==> src/rtl/grid_cell_scheduler.sv <==
// grid_cell_scheduler: arbitrates the single-port grid-cell BRAM between the
// VGA display fetch (absolute priority), a full-grid clear sweep and a
// ready/valid host cell writer. It also delays the VGA timing signals so they
// line up with the cell data returned by the memory.
module grid_cell_scheduler #(
    parameter int                    CELL_SHIFT   = 4,
    parameter int                    GRID_COLS    = 40,
    parameter int                    GRID_ROWS    = 30,
    parameter int                    DATA_WIDTH   = 8,
    parameter int                    READ_LATENCY = 2,
    parameter logic [DATA_WIDTH-1:0] CLEAR_VALUE  = '0,
    parameter int                    ADDR_W       = $clog2(GRID_COLS*GRID_ROWS)
) (
    input  logic                  pixel_clk_in,
    input  logic                  rst_in,
    input  logic [10:0]           hcount_in,
    input  logic [9:0]            vcount_in,
    input  logic                  hsync_in,
    input  logic                  vsync_in,
    input  logic                  blank_in,
    input  logic                  wr_valid_in,
    input  logic [5:0]            wr_col_in,
    input  logic [4:0]            wr_row_in,
    input  logic [DATA_WIDTH-1:0] wr_data_in,
    output logic                  wr_ready_out,
    input  logic                  clear_in,
    output logic                  busy_out,
    output logic [ADDR_W-1:0]     mem_addr_out,
    output logic                  mem_we_out,
    output logic [DATA_WIDTH-1:0] mem_din_out,
    input  logic [DATA_WIDTH-1:0] mem_dout_in,
    output logic [DATA_WIDTH-1:0] cell_data_out,
    output logic [10:0]           hcount_out,
    output logic [9:0]            vcount_out,
    output logic                  hsync_out,
    output logic                  vsync_out,
    output logic                  blank_out,
    output logic [15:0]           drop_count_out
);

    // Total pipeline depth from a sampled pixel to its cell data.
    localparam int DELAY = READ_LATENCY + 2;
    localparam int VID_W = 11 + 10 + 3;
    // Reset image of the delay line: counts zero, sync and blank inactive-high.
    localparam logic [VID_W-1:0] VID_RST = {11'd0, 10'd0, 3'b111};

    localparam logic [ADDR_W-1:0] LAST_ADDR = ADDR_W'(GRID_COLS*GRID_ROWS - 1);
    localparam logic [ADDR_W-1:0] COLS_A    = ADDR_W'(GRID_COLS);
    localparam logic [5:0]        COLS_LIM  = 6'(GRID_COLS);
    localparam logic [4:0]        ROWS_LIM  = 5'(GRID_ROWS);

    localparam logic [0:0] ST_IDLE  = 1'b0;
    localparam logic [0:0] ST_CLEAR = 1'b1;

    logic [0:0]            state_reg, state_next;
    logic [ADDR_W-1:0]     clr_addr_reg;
    logic [ADDR_W-1:0]     addr_reg;
    logic                  we_reg;
    logic [DATA_WIDTH-1:0] din_reg;
    logic [15:0]           drop_reg;
    logic                  busy_reg;
    logic [READ_LATENCY:0] tag_reg;
    logic [DATA_WIDTH-1:0] cell_reg;
    logic [VID_W-1:0]      vid_reg [0:DELAY-1];

    logic                  slot;
    logic [ADDR_W-1:0]     disp_row, disp_col, disp_addr;
    logic [ADDR_W-1:0]     wr_addr;
    logic                  wr_in_range;
    logic                  wr_ready;
    logic                  wr_fire;

    // Slot detection, address arithmetic and the host write handshake.
    always_comb begin
        slot        = ~blank_in & (hcount_in[CELL_SHIFT-1:0] == '0);
        disp_row    = ADDR_W'(vcount_in >> CELL_SHIFT);
        disp_col    = ADDR_W'(hcount_in >> CELL_SHIFT);
        disp_addr   = disp_row * COLS_A + disp_col;
        wr_addr     = ADDR_W'(wr_row_in) * COLS_A + ADDR_W'(wr_col_in);
        wr_in_range = (wr_col_in < COLS_LIM) && (wr_row_in < ROWS_LIM);
        // A pending clear request blocks the write so the clear always wins.
        wr_ready    = ~rst_in & ~slot & (state_reg == ST_IDLE) & ~clear_in;
        wr_fire     = wr_valid_in & wr_ready;
    end

    // Sweep FSM: leaves CLEAR only once the last cell write has been granted.
    always_comb begin
        state_next = state_reg;
        if (state_reg == ST_IDLE) begin
            if (clear_in) state_next = ST_CLEAR;
        end else begin
            if (~slot && (clr_addr_reg == LAST_ADDR)) state_next = ST_IDLE;
        end
    end

    // Memory port grant (display > clear > host), FSM state and drop counter.
    always_ff @(posedge pixel_clk_in) begin
        if (rst_in) begin
            state_reg    <= ST_IDLE;
            clr_addr_reg <= '0;
            addr_reg     <= '0;
            we_reg       <= 1'b0;
            din_reg      <= '0;
            drop_reg     <= '0;
            busy_reg     <= 1'b0;
        end else begin
            state_reg <= state_next;
            busy_reg  <= (state_next == ST_CLEAR);
            we_reg    <= 1'b0;
            if (slot) begin
                addr_reg <= disp_addr;
            end else if (state_reg == ST_CLEAR) begin
                addr_reg     <= clr_addr_reg;
                we_reg       <= 1'b1;
                din_reg      <= CLEAR_VALUE;
                clr_addr_reg <= clr_addr_reg + ADDR_W'(1);
            end else if (wr_fire) begin
                if (wr_in_range) begin
                    addr_reg <= wr_addr;
                    we_reg   <= 1'b1;
                    din_reg  <= wr_data_in;
                end else if (drop_reg != 16'hFFFF) begin
                    drop_reg <= drop_reg + 16'd1;
                end
            end
            // Every sweep starts from the first cell.
            if ((state_reg == ST_IDLE) && clear_in) begin
                clr_addr_reg <= '0;
            end
        end
    end

    // Tag pipeline marks which returning memory words are display reads.
    always_ff @(posedge pixel_clk_in) begin
        if (rst_in) begin
            tag_reg  <= '0;
            cell_reg <= '0;
        end else begin
            tag_reg[0] <= slot;
            for (int i = 1; i <= READ_LATENCY; i++) begin
                tag_reg[i] <= tag_reg[i-1];
            end
            if (tag_reg[READ_LATENCY]) begin
                cell_reg <= mem_dout_in;
            end
        end
    end

    // Timing delay line keeps counts and syncs aligned with cell_data_out.
    always_ff @(posedge pixel_clk_in) begin
        if (rst_in) begin
            for (int i = 0; i < DELAY; i++) begin
                vid_reg[i] <= VID_RST;
            end
        end else begin
            vid_reg[0] <= {hcount_in, vcount_in, hsync_in, vsync_in, blank_in};
            for (int i = 1; i < DELAY; i++) begin
                vid_reg[i] <= vid_reg[i-1];
            end
        end
    end

    assign wr_ready_out   = wr_ready;
    assign busy_out       = busy_reg;
    assign mem_addr_out   = addr_reg;
    assign mem_we_out     = we_reg;
    assign mem_din_out    = din_reg;
    assign cell_data_out  = cell_reg;
    assign drop_count_out = drop_reg;
    assign hcount_out     = vid_reg[DELAY-1][23:13];
    assign vcount_out     = vid_reg[DELAY-1][12:3];
    assign hsync_out      = vid_reg[DELAY-1][2];
    assign vsync_out      = vid_reg[DELAY-1][1];
    assign blank_out      = vid_reg[DELAY-1][0];

endmodule

==> config.mk <==
export PLATFORM = sky130hd
export DESIGN_NAME = grid_cell_scheduler
export DESIGN_NICKNAME = d
export VERILOG_FILES = /design/src/rtl/grid_cell_scheduler.sv
export SDC_FILE = /design/constraint.sdc
export NUM_CORES = 1
export LEC_CHECK = 0
export CAP_MARGIN = 20
export CELL_PAD_IN_SITES_DETAIL_PLACEMENT = 0
export CELL_PAD_IN_SITES_GLOBAL_PLACEMENT = 1
export CORE_ASPECT_RATIO = 0.75
export CORE_MARGIN = 2
export CORE_UTILIZATION = 42
export DETAILED_ROUTE_END_ITERATION = 6
export PLACE_DENSITY = 0.93
export SYNTH_ARGS = -nofsm -noshare
export SYNTH_HDL_FRONTEND = slang
export SYNTH_SLANG_ARGS = --single-unit
==> constraint.sdc <==
create_clock -name pixel_clk_in -period 4.4 [get_ports pixel_clk_in]
set_input_delay 0.66 -clock pixel_clk_in [delete_from_list [all_inputs] [get_ports pixel_clk_in]]
set_output_delay 0.66 -clock pixel_clk_in [all_outputs]
set_load 0.05 [all_outputs]
==> out/results.ini <==
[status]
status = finished, final reports clean

[timing]
post-route-period-util_pct = 85.11
final.min_clock_period_ns = 3.745
worst_pin_slew_ns = 0.9142
clock_skew_ns = 0.008630
maxSlewViolCount = 0
finalSetupTns_ns = 0
setup_viol = 0
achievable-frequency_mhz = 267.0
rsz0062_at_grt = no
max_slew_margin_pct = 38.97
hold_viol = 0

[logic_synthesis]
post-synth-top-count-cell = dfxtp_1
synth_nets = 674
synth_commonest_cells = dfxtp_1 (155), nor2b_1 (84), a21oi_1 (43)
synth_top_area_share_pct = 52.29
synth_area_leader_cell = dfxtp_1
postSynthRegisterBits = 155
synth_edf_count = 0
post_synth_inst_count = 592
synth_ff_type = dfxtp_1
synth_sequential_area_ratio_pct = 52.29
post_synth_num_cell_types = 51
yosys-top-cells-area = dfxtp_1 (52%), nor2b_1 (8.9%), ha_1 (4.8%)
async_reset_ff_share_pct = 0
yosys_warning_count = 0
netlist_area_sq_mm = 0.005934
syn_avg_cell_area_sq_um = 10.02

[worst_setup_path]
crit_path_max_incr_delay_ns = 0.72
crit_path_max_fanout = 4
timing.critical_path.cells = clkdlybuf4s50_1 -> or4_1 -> o21ai_0 -> nor3_1 -> clkdlybuf4s50_1
launch_point_of_the_worst_path = hcount_in[0]
crit_required_ns = 3.74
critPathTopFamily = buffers and inverters
criticalPathCategory = primary input to output pin
critical-path-slowest-cell = clkdlybuf4s50_1
crit-reg2reg-launch = busy_out
worst_setup_path_start_kind = primary input
crit_path_frequent_cell = clkdlybuf4s50_1
cp_data_arrival_time_ns = 3.08
cp-end-kind = output pin
worst-path-buf-inv = 2

[clocking]
post_cts_resize_count = 0
number_of_buffers_on_the_longest_clock_path = 2
tritoncts.num_buffers = 17
clkTransAtPathRegs_ns = 0.07
cts_setup_buffers = 0
cts.sink_count = 155
cts_max_level = 4
clock_latency_ns = 0.41
cts_tree = done
cts.hold.buffers_added = 0
cts.root.buffer_cell = clkbuf_16

[layout]
share_of_post_route_cells_with_drive_strength_above_1_pct = 7.341
post-route-cell-area_sq_mm = 0.007870
layout.core_utilization_pct = 57.24
final_cell_count_without_fillers = 897
layout-area-overhead-vs-synth_pct = 32.62
largest_register_ffs = 96
insertedDiodeCount = 0
nNetsFinal = 793

[job]
max-cap-violations = 0

[drt]
m1WireLength_mm = 6.211
vias = 4460
routed_wirelength_mm = 12.58
detail_route.drc_violations = 0
routedWlPerCell_um = 14.02
via_per_inst = 4.972
maxUsedRoutingLayer = met4
routed-wl-met2_mm = 5.715
first_pass_iters = 4
met3_length_um = 584
drt_first_iter_violations = 256
antenna_left = 0

[power]
power_mw = 3.163
cell_leakage_power_nw = 2.903
maximum_ir_drop_on_the_vdd_rail_mv = 0.2625
pwr_density_cell_mw_per_mm2 = 401.8

[global_routing]
global_route.overflow_total = 0
grt_first_pass_wirelength_mm = 20.04
pin_count_of_the_biggest_net_entering_global_routing = 117
number_of_antenna_violations_at_the_first_check_in_global_routing = 0
grtUsageTotal_pct = 16.84
first_global_vias = 4082

[placed_design]
io_buffer_count = 124
numPlacedInstances = 866
detailed_place_hpwl_mm = 8.966
routabilityCongestion = 0.8600
placed_cell_area_sq_mm = 0.007305

[min_path]
min-delay-start = vid_reg[2][0]
timing.hold.worst.class = flop to flop

[floorplanning]
floorplan_core_area_sq_mm = 0.01375
die_w_um = 141.3
floorplan.die_area_sq_mm = 0.01511
pin_count = 125
floorplan.initialDensity_pct = 43.16
die-height_um = 106.9
floorplan.rows = 37

-- power breakdown --
group / switching, mW / internal [mW]
clock network: 0.604 / 0.732
logic: 0.199 / 0.164
registers: 0.0175 / 1.45
-- cell usage in the layout, fill, tap and decap left out, types with 13 or more instances in the layout --
cell type        synthesis  final
a21oi_1                 43     43
clkbuf_16                0     17
clkdlybuf4s50_1          0    123
dfxtp_1                155    155
ha_1                    23     23
inv_1                   14     14
mux2i_1                 13     13
nand2_1                 34     34
nor2_1                  32     32
nor2b_1                 84     84
or2_2                   13     13
xnor2_1                 14     14
-- area by class of cell --
type                            instances  area [sq um]
Tap cell                              175         219.0
Inverter                               14         52.55
Fill cell                            1133          5879
Sequential cell                       155          3103
Clock inverter                         13         112.6
Timing Repair Buffer                  128          1289
Clock buffer                           17         425.4
Multi-Input combinational cell        395          2669
-- routing by layer --
layer  track usage, %  vias to the layer above
li1                 -                     2274
met1            23.56                     2076
met2            25.24                      104
met3            4.913                        6
met4            5.000                        0
met5                0                        -
-- cells by family (layout without fill, tap and decap cells) --
| logic type | Yosys count | in the layout | share of synthesized area (%) |
|---|---|---|---|
| compound gates | 96 | 96 | 10.46 |
| flops | 155 | 155 | 52.29 |
| buf+inv | 42 | 172 | 2.741 |
| xor+xnor | 21 | 21 | 3.331 |
| simple gates | 237 | 237 | 22.60 |
| mux | 14 | 14 | 2.382 |
| fa+ha+maj | 27 | 27 | 6.199 |
-- per-stage QoR --
stage               setup slack [ns]  hold WS, ns
finish                        0.6551       0.4065
detailed placement            0.7134       0.3934
global placement              0.7187       0.3923
floorplan                      1.594       0.3895
CTS                           0.6847       0.4083
global route                  0.5563       0.4230
-- worst paths after layout --
kind | cells past startpoint | slack [ns] | endpoint
worst min register to register | 1 | 0.41 | vid_reg[3][0]
worst min-delay path | 1 | 0.41 | vid_reg[3][0]
worst max register to register | 5 | 2.19 | mem_addr_out[7]
worst max-delay path | 5 | 0.66 | wr_ready_out
(Power assumes the default switching activity.)
